==> src/rtl/delta_pkg.sv <==
// Shared definitions for the delta-modulation spike event path.
//   POL_ON / POL_OFF : polarity codes stored with each event ({ON, OFF} bits)
//   SPK_ON / SPK_OFF : bit positions of the ON/OFF spike in the encoder output
//   evt_width()      : width of one event word, {polarity[1:0], timestamp}
package delta_pkg;

  localparam logic [1:0] POL_ON  = 2'b10;
  localparam logic [1:0] POL_OFF = 2'b01;

  localparam int SPK_ON  = 1;
  localparam int SPK_OFF = 0;

  function automatic int evt_width(input int ts_width);
    return ts_width + 2;
  endfunction

endpackage

==> src/rtl/delta_evt_fifo.sv <==
// Synchronous FIFO for timestamped spike events.
//   clk, reset : clock, synchronous active-high reset
//   flush      : synchronous empty of the FIFO (storage contents kept)
//   push, din  : write request and data; ignored while full unless popping
//   pop        : read request; ignored while empty
//   dout       : registered storage entry at the read pointer
//   full/empty : occupancy flags
//   level      : occupancy, 0..DEPTH
module delta_evt_fifo #(
  parameter int WIDTH = 8,
  parameter int DEPTH = 4
) (
  input  logic                     clk,
  input  logic                     reset,
  input  logic                     flush,
  input  logic                     push,
  input  logic                     pop,
  input  logic [WIDTH-1:0]         din,
  output logic [WIDTH-1:0]         dout,
  output logic                     full,
  output logic                     empty,
  output logic [$clog2(DEPTH):0]   level
);

  localparam int AW = $clog2(DEPTH);

  logic [WIDTH-1:0] mem_q [DEPTH];
  logic [AW:0]      wr_ptr_q;
  logic [AW:0]      rd_ptr_q;
  logic             wr_en;
  logic             rd_en;

  // The extra pointer MSB distinguishes full from empty when the index bits match.
  assign empty = (wr_ptr_q == rd_ptr_q);
  assign full  = (wr_ptr_q[AW] != rd_ptr_q[AW]) &&
                 (wr_ptr_q[AW-1:0] == rd_ptr_q[AW-1:0]);
  assign level = wr_ptr_q - rd_ptr_q;

  // A full FIFO still accepts a write when the head leaves in the same cycle.
  assign wr_en = push && (!full || pop);
  assign rd_en = pop && !empty;

  assign dout = mem_q[rd_ptr_q[AW-1:0]];

  // NOTE: sequential state uses non-blocking assignments so every register
  // samples the pre-edge values, independent of statement order.
  always_ff @(posedge clk) begin
    if (reset) begin
      wr_ptr_q <= '0;
      rd_ptr_q <= '0;
      // NOTE: storage is reset only because the head must read as zero
      // out of reset; the flush path leaves it alone to keep that port cheap.
      for (int i = 0; i < DEPTH; i++) begin
        mem_q[i] <= '0;
      end
    end else if (flush) begin
      wr_ptr_q <= '0;
      rd_ptr_q <= '0;
    end else begin
      if (wr_en) begin
        mem_q[wr_ptr_q[AW-1:0]] <= din;
        wr_ptr_q                <= wr_ptr_q + 1'b1;
      end
      if (rd_en) begin
        rd_ptr_q <= rd_ptr_q + 1'b1;
      end
    end
  end

endmodule

==> src/rtl/delta_spike_event_queue.sv <==
// Timestamps delta-modulation spikes and queues them for a valid/ready consumer.
//   clk, reset        : clock, synchronous active-high reset (priority over clear)
//   sample_en         : one encoder sample per high cycle; advances the timestamp
//   spike_in          : encoder output, bit1 = ON, bit0 = OFF; 11 is invalid
//   clear             : synchronous soft clear of FIFO, status and timestamp
//   evt_valid/ready   : event handshake, pop when both are high
//   evt_data          : {polarity[1:0], timestamp}, zero while no event is held
//   level             : FIFO occupancy
//   overflow          : sticky, an event was dropped on a full FIFO
//   spike_err         : sticky, spike_in was 11 on a sample
//   drop_cnt          : dropped events, saturating at 15
module delta_spike_event_queue
  import delta_pkg::*;
#(
  parameter int TS_WIDTH = 6,
  parameter int DEPTH    = 4
) (
  input  logic                           clk,
  input  logic                           reset,
  input  logic                           sample_en,
  input  logic [1:0]                     spike_in,
  input  logic                           clear,
  output logic                           evt_valid,
  input  logic                           evt_ready,
  output logic [evt_width(TS_WIDTH)-1:0] evt_data,
  output logic [$clog2(DEPTH):0]         level,
  output logic                           overflow,
  output logic                           spike_err,
  output logic [3:0]                     drop_cnt
);

  localparam int EW = evt_width(TS_WIDTH);

  logic [TS_WIDTH-1:0] ts_q, ts_d;
  logic                overflow_q, overflow_d;
  logic                spike_err_q, spike_err_d;
  logic [3:0]          drop_cnt_q, drop_cnt_d;

  logic          push_req;
  logic          invalid;
  logic          pop;
  logic          drop;
  logic          fifo_full;
  logic          fifo_empty;
  logic [EW-1:0] fifo_dout;

  // Exactly one of the two spike bits set is a valid event.
  assign push_req = sample_en && (spike_in[SPK_ON] ^ spike_in[SPK_OFF]);
  assign invalid  = sample_en && spike_in[SPK_ON] && spike_in[SPK_OFF];
  assign pop      = evt_valid && evt_ready;
  assign drop     = push_req && fifo_full && !pop;

  delta_evt_fifo #(
    .WIDTH (EW),
    .DEPTH (DEPTH)
  ) u_fifo (
    .clk   (clk),
    .reset (reset),
    .flush (clear),
    .push  (push_req && !clear),
    .pop   (pop),
    .din   ({spike_in, ts_q}),
    .dout  (fifo_dout),
    .full  (fifo_full),
    .empty (fifo_empty),
    .level (level)
  );

  assign evt_valid = !fifo_empty;
  // Stale storage is hidden so the port only ever shows a live event or zero.
  assign evt_data  = evt_valid ? fifo_dout : '0;
  assign overflow  = overflow_q;
  assign spike_err = spike_err_q;
  assign drop_cnt  = drop_cnt_q;

  // NOTE: every variable driven here is given a default first, so no path
  // leaves it unassigned and no latch is inferred.
  always_comb begin
    ts_d        = ts_q;
    overflow_d  = overflow_q;
    spike_err_d = spike_err_q;
    drop_cnt_d  = drop_cnt_q;
    if (sample_en) begin
      ts_d = ts_q + 1'b1;
    end
    if (invalid) begin
      spike_err_d = 1'b1;
    end
    if (drop) begin
      overflow_d = 1'b1;
      if (drop_cnt_q != 4'hF) begin
        drop_cnt_d = drop_cnt_q + 1'b1;
      end
    end
    if (clear) begin
      ts_d        = '0;
      overflow_d  = 1'b0;
      spike_err_d = 1'b0;
      drop_cnt_d  = '0;
    end
  end

  always_ff @(posedge clk) begin
    if (reset) begin
      ts_q        <= '0;
      overflow_q  <= 1'b0;
      spike_err_q <= 1'b0;
      drop_cnt_q  <= '0;
    end else begin
      ts_q        <= ts_d;
      overflow_q  <= overflow_d;
      spike_err_q <= spike_err_d;
      drop_cnt_q  <= drop_cnt_d;
    end
  end

endmodule
==> config.mk <==
export PLATFORM = sky130hd
export DESIGN_NAME = delta_spike_event_queue
export DESIGN_NICKNAME = d
export VERILOG_FILES = /design/src/rtl/delta_pkg.sv /design/src/rtl/delta_evt_fifo.sv /design/src/rtl/delta_spike_event_queue.sv
export SDC_FILE = /design/constraint.sdc
export NUM_CORES = 1
export LEC_CHECK = 0
export ABC_AREA = 1
export CORE_ASPECT_RATIO = 2
export CORE_MARGIN = 10
export CORE_UTILIZATION = 48
export CTS_BUF_LIST = sky130_fd_sc_hd__clkbuf_8
export DETAILED_ROUTE_END_ITERATION = 7
export MAX_ROUTING_LAYER = met4
export PLACE_DENSITY = 0.81
export SYNTH_ARGS = -nofsm -noshare
export SYNTH_HDL_FRONTEND = slang
export SYNTH_SLANG_ARGS = --single-unit
export TNS_END_PERCENT = 30
==> constraint.sdc <==
create_clock -name clk -period 2.5 [get_ports clk]
set_input_delay 0.5 -clock clk [delete_from_list [all_inputs] [get_ports clk]]
set_output_delay 0.5 -clock clk [all_outputs]
set_load 0.05 [all_outputs]
# Yosys cells after proc, flatten, opt, wreduce, memory -nomap -nowiden
# Memories as Yosys holds them, arrays and structs flattened. A register that Yosys moved wholly into a read port is not among the register bits.
# Cells that the tools add are included.
# Widths: inputs -> output; s select.
[classes]
n_addsub = 5
n_eq_ne = 4
mux = 12
bitwise_logic = 1
reduce_logical = 18
[op_table]
columns = ["cell", "count"]
rows = [
  ["$mux 8", 2],
  ["$logic_and 1x1->1", 10],
  ["$reduce_or 8->1", 1],
  ["$mux 1", 7],
  ["$add 3x1->3 const B", 2],
  ["$add 6x1->6 const B", 1],
  ["$mux 2", 3],
  ["$add 4x1->4 const B", 1],
  ["$logic_not 1->1", 4],
  ["$ne 4x4->1 const B", 1],
  ["$eq 3x3->1", 1],
  ["$sub 3x3->3", 1],
  ["$eq 2x2->1", 1],
  ["$reduce_and 2->1", 1],
  ["$reduce_or 2->1", 1],
  ["$logic_or 1x1->1", 1],
  ["$ne 1x1->1", 1],
  ["$xor 1x1->1", 1],
]
[totals]
register_bits = 18
mem_bits_rw = 32
in_bits = 7
out_inout_bits = 18
word_cells = 47
memories = 1
[memory_table]
columns = ["name", "depth", "word_bits", "read_ports", "rd_ports_with_merged_regs", "wr", "line", "text"]
rows = [
  ["u_fifo.mem_q", 4, 8, 1, 1, 4, "delta_evt_fifo.sv:27", "logic [WIDTH-1:0] mem_q [DEPTH];"],
]

# Longest topological paths before layout
[depth]
ltp_word = 11
ltp_mapped = 10
mapped_depth_nobuf = 10

# Modules after synthesis
# A second synthesis with hierarchy kept.
[hier_totals]
hier_cells = 299
area_unflattened_um2 = 2661.3
[by_module_without_submodules]
columns = ["mod", "instances", "cells_each", "area_per_inst_um2", "seq_area_each_um2"]
rows = [
  ["delta_evt_fifo", 1, 197, 1950.6, 1121.1],
  ["delta_spike_event_queue", 1, 102, 710.7, 240.2],
]

# Worst setup path after synthesis
# Ideal clock, no wire load.
[synth_timing]
path_type = "reg-to-output"
start = "reg u_fifo.wr_ptr_q[0]"
end = "out evt_data[0]"
arrival_time_ps = 2376
t_required_ps = 2000
path_slack_ps = -376
path_stages_with_launch = 8
path_buffers = 0
path_cell_list = "dfxtp_1 -> inv_1 -> ha_1 -> nand2_1 -> inv_1 -> nand2_1 -> inv_1 -> a21oi_1"
[synth_between]
elab_chain_cells = 2
[synth_lines]
columns = ["element", "line", "text"]
rows = [
  ["start: declaration", "delta_evt_fifo.sv:28", "logic [AW:0] wr_ptr_q;"],
  ["start signal: assignment", "delta_evt_fifo.sv:62", "wr_ptr_q <= wr_ptr_q + 1'b1;"],
  ["$eq 3x3->1", "delta_evt_fifo.sv:34", "assign empty = (wr_ptr_q == rd_ptr_q);"],
  ["$mux 8", "delta_spike_event_queue.sv:71", "assign evt_data = evt_valid ? fifo_dout : '0;"],
  ["end: declaration", "delta_spike_event_queue.sv:25", "output logic [evt_width(TS_WIDTH)-1:0] evt_data,"],
]
# Every way passes these cells.

# Final worst setup path
[layout_timing]
start = "reg u_fifo.wr_ptr_q[1]"
end = "out evt_data[3]"
# The elaborated chain is that of the path after synthesis.

==> flow_summary.yaml <==
status:
  outcome: "finished clean"
clock_network:
  ctsLongestPathBuffers: 2
  clk_latency_ns: 0.31
  root_buffer: "clkbuf_8"
  clk_pin_slew_worst_paths_ns: 0.10
  numCtsBuffers: 5
  hold_buffers: 0
  cts_tree: "yes"
  cts.sinks: 52
  htreeDepth: 2
grt:
  grt_usage: 0.150
  antenna_found_initial: 0
  grt_pass1_wl_mm: 10.0
  grt_max_degree: 18
  grt_pass1_vias: 2034
  overflow: 0
cells_and_area:
  mostFrequentLayoutCells: "81 x nor2_1, 32 x edfxtp_1, 28 x nand2_1, 25 x inv_1, 25 x o21ai_0"
  syn2layout_area_growth_pct: 27.2
  nNetsFinal: 327
  antenna_cells: 0
  drive_gt1_frac: 0.166
  final_common_cell: "nor2_1"
synthesis:
  avgSynthCellArea_sq_um: 8.79
  synthesis.nets: 294
  synth-edff-count: 32
  synth_area_leaders: "edfxtp_1 39%, dfxtp_1 16%, nor2_1 12%"
  syn_area_sq_mm: 0.00246
  synth_compound_area_frac: 0.0935
  synth_top_area_frac: 0.390
  syn_inst: 280
  async_flop_share: 0
  synth_seq_cells: 52
  synthAdderAreaFrac: 0.0386
  synthFlopType: "edfxtp_1"
  synth_top_family_by_area: "simple AND/OR/NAND/NOR gates"
  yosys.area_share.simple: 0.244
  synthDistinctLibCells: 25
  muxShareOfSynthArea: 0
  synth_area_leader_cell: "edfxtp_1"
  synthXorXnorAreaFrac: 0.0107
  ys_warn_count: 0
  yosysSeqAreaShare: 0.553
detailed_routing:
  drt_iter0_markers: 122
  routed_via_density: 5.27
  drc_errors: 0
  avgRoutedWirePerCell_um: 16.5
  postRouteWirelength_mm: 6.12
  vias: 1957
  drtPass1Iterations: 4
  antenna_left: 0
place:
  gp_congestion: 0.859
  portBuffers: 24
  hpwl_mm: 4.61
sta:
  finalHoldViolations: 0
  setup_tns_ns: 0
  setup_viol: 0
  maxSlewViolCount: 0
  worst_slew_pin_slew_ns: 0.508
  period_minus_slack_ns: 2.40
  fin_crit_sh: 0.960
  fmax_mhz: 417
  slew_headroom: 0.660
  grt_setup_unrepaired: "false"
  clock_skew_ns: 0.00935
  worst_hold_slack_ns: 0.468
critical_path:
  endpoint_kind: "primary output"
  reg2reg_from: "u_fifo.wr_ptr_q[1]"
  cp-startpoint: "u_fifo.wr_ptr_q[1]"
  path_class: "reg2out"
  arrival_ns: 1.90
  crit_path_start_kind: "flip-flop"
  cp_data_required_time_ns: 2.00
  cp_max_fo: 8
floorplan:
  die-width_um: 70.6
  coreArea_sq_mm: 0.00491
  initial_core_util: 0.501
  ios: 25
  rows: 36
  die_h_um: 121
  dieArea_sq_mm: 0.00856
hold_path:
  min_path_type: "reg2reg"
  worstHoldStart: "spike_err"
pwr:
  p_leak_nw: 1.19
  peakVddDrop_v: 0.000626
  power.density_mw_per_mm2: 574
run:
  drv_cap: 0
==> cell type report <==
class | instances | area, sq um
multi-input combinational | 193 | 1050
tap | 57 | 71.3
timing repair buffer | 32 | 420
fill | 381 | 1780
clock buffer | 5 | 68.8
clock inverter | 3 | 46.3
sequential | 52 | 1360
inverter | 29 | 113
==> flip-flops by register name, indices dropped and copies added, names as in the netlist, named ones only <==
name,flops
drop_cnt,4
overflow,1
u_fifo.rd_ptr_q,3
u_fifo.wr_ptr_q,3
u_fifo.mem_q,32
ts_q,6
spike_err,1
==> metrics by stage <==
step	total power [W]	utilization	worst slack, ns	area [sq um]	instances
floorplan	0.00111	-	0.0863	2560	280
global placement	0.00120	0.610	0.248	2990	362
detailed placement	0.00121	0.610	0.186	2990	362
CTS	0.00179	0.637	0.0112	3130	371
global route	0.00184	0.638	0.0292	3130	371
finish	0.00180	0.638	0.0996	3130	371
==> where the power goes <==
group          switching, W  internal (W)
registers         0.0000124      0.000931
clock network      0.000300      0.000302
logic              0.000157     0.0000965
==> final timing paths <==
kind	to	slack, ns	cells past startpoint
max reg2reg	u_fifo.mem_q[1][2]	0.47	7
min	spike_err	0.47	2
max	evt_data[3]	0.1	8
min reg2reg	spike_err	0.47	2
==> Yosys cell counts (2+ instances only) <==
cell type / number
nor2_1: 81
edfxtp_1: 32
nand2_1: 29
inv_1: 26
o21ai_0: 25
a21oi_1: 21
dfxtp_1: 20
nand3_1: 13
ha_1: 6
nand2_2: 3
nor3_1: 3
xor2_1: 3
buf_2: 2
buf_6: 2
clkbuf_1: 2
inv_2: 2
nand2_4: 2
==> layer usage <==
layer,up-vias,GRT usage,part of all wire
met5,-,-,0
met4,0,0.0718,0.035
met3,12,0.0197,0.032
met2,55,0.306,0.59
met1,912,0.123,0.34
li1,978,-,-
==> cell families (layout without fill, tap and decap cells) <==
logic type / Yosys count / count (layout)
and+or+nand+nor: 137 / 137
DFF: 52 / 52
AOI/OAI and AO/OA: 46 / 46
buffers and inverters: 35 / 69
adders and majority gates: 7 / 7
xor gates and xnor gates: 3 / 3
==> worst max-delay path, cell delays in order, from the launching register on <==
cell	delay, ns
dfxtp_1	0.47
ha_1	0.28
nand2_1	0.09
inv_1	0.08
nand2_4	0.11
clkinvlp_4	0.11
buf_12	0.16
a21oi_4	0.14
buf_12	0.15
==> repair_timing <==
item                       in CTS  in global routing
resized for setup               0                  2
setup buffers                   1                  0
setup endpoints to repair       8                  8
gates cloned                    0                  0
Power figures use the tool's default switching activity.
==> edit: new RTL, config.mk and constraints unchanged <==
Register the output `spike_err` once more, with the module's reset; this adds one clock of latency there. The other outputs are not delayed to match.
--- a/src/rtl/delta_spike_event_queue.sv
+++ b/src/rtl/delta_spike_event_queue.sv
@@ -71,5 +71,11 @@
   assign evt_data  = evt_valid ? fifo_dout : '0;
   assign overflow  = overflow_q;
-  assign spike_err = spike_err_q;
+  always_ff @(posedge clk) begin
+    if (reset) begin
+      spike_err <= '0;
+    end else begin
+      spike_err <= spike_err_q;
+    end
+  end
   assign drop_cnt  = drop_cnt_q;
 
Behaviour: not the same (a bounded check fails within 4 cycles, from zero or initial values and one cycle with reset high).
==> edit against the original RTL <==
- power decreased by 6.9%
- critical path depth increased by 1
- synthesized cell count increased by 0.71%
- fmax grew 0.33%
- setup slack improved by 8.0 ps
- synthesized area up 0.97%
- routed wire length decreased by 4.4%
- core utilization fell by 2.1 points
- sequential cell count grew 1
- cell area grew 0.32%
==> edit: results (changes against the original RTL) <==
[synth]
synth_area_leaders = edfxtp_1 39%, dfxtp_1 17%, nor2_1 12%
synth_nets = 296  ; +0.68%
seq_area_frac_synth_pct = 55.59  ; +0.28 points

[route]
vias = 1966  ; +0.46%

[sta]
relSlewSlack_pct = 65.50  ; -0.52 points
fmax_mhz = 418.0  ; +0.33%
fin_skew_ps = 7.529  ; -1.817 ps

[power]
switching_power_mw = 0.4389  ; -6.4%
p_comb_share_pct = 15.3  ; +1.2 points
peakVddDrop_uv = 558.3  ; -11%
p_sw_share_pct = 26.21  ; +0.14 points
p_leak_nw = 1.196  ; +0.75%
powerClk_mw = 0.460  ; -24%

[place]
dp_cells = 366  ; +1.1%
hpwl_mm = 4.668  ; +1.3%
dpl_cell_area_sq_mm = 0.003027  ; +1.1%
place.gp.congestion = 0.8762  ; +2.0%

[critical_path]
reg2reg_depth = 8  ; +1
r2r_slack_ps = 490  ; +20 ps
r2r_start = u_fifo.rd_ptr_q[1]
slowest_stage = dfxtp_2
endpoint = evt_data[6]
r2r_end = u_fifo.mem_q[1][3]

[global_route]
grt_pass1_vias = 1938  ; -4.7%
grt_pass1_wl_mm = 9.301  ; -7.2%
grt_use_total_pct = 14.05  ; -0.90 points

[hold_path]
min_from = spike_err_q
hold_end = spike_err

[final_layout]
drive_above_1_share_pct = 16.67  ; +0.11 points
fin_cells = 376  ; +1.3%
area_growth_pct = 26.43

[outcome]
outcome = finished clean

[floorplanning]
initial_core_util_pct = 48.80  ; -1.3 points

edit: changes by cell type after synthesis, sizes merged:
cell	unedited run	this run
dfxtp	20	21
nor2	84	85
edit: cells by family after synthesis:
family                     Yosys count  share of synthesized area (%)
AOI/OAI and AO/OA                   46                          9.265
xor gates and xnor gates             3                          1.058
adders and majority gates            7                          3.827
buffers and inverters               35                          5.992
DFF                                 53                          55.59
and+or+nand+nor                    138                          24.27
edit: repair_timing:
action / CTS / global route
setup endpoints to repair: 8 / 8
pin swaps: 0 / 0
buffers inserted: 1 / 1
gates resized for setup: 0 / 3
edit: per-layer routing:
layer,global-route usage (%),part of all wire [%],vias to the layer above
li1,-,-,991
met1,11.01,31,912
met2,27.13,60,46
met3,2.522,3.2,17
met4,10.46,5.7,0
met5,-,0,-
edit: final cells by class:
type                    instances  area, sq um
inverters                      29        112.6
flip-flops and latches         53         1385
well taps                      58        72.57
multi-input cells             194         1052
clock inverters                 3        15.01
clock buffers                   5        68.82
fillers                       431         1951
repair buffers                 34        435.4
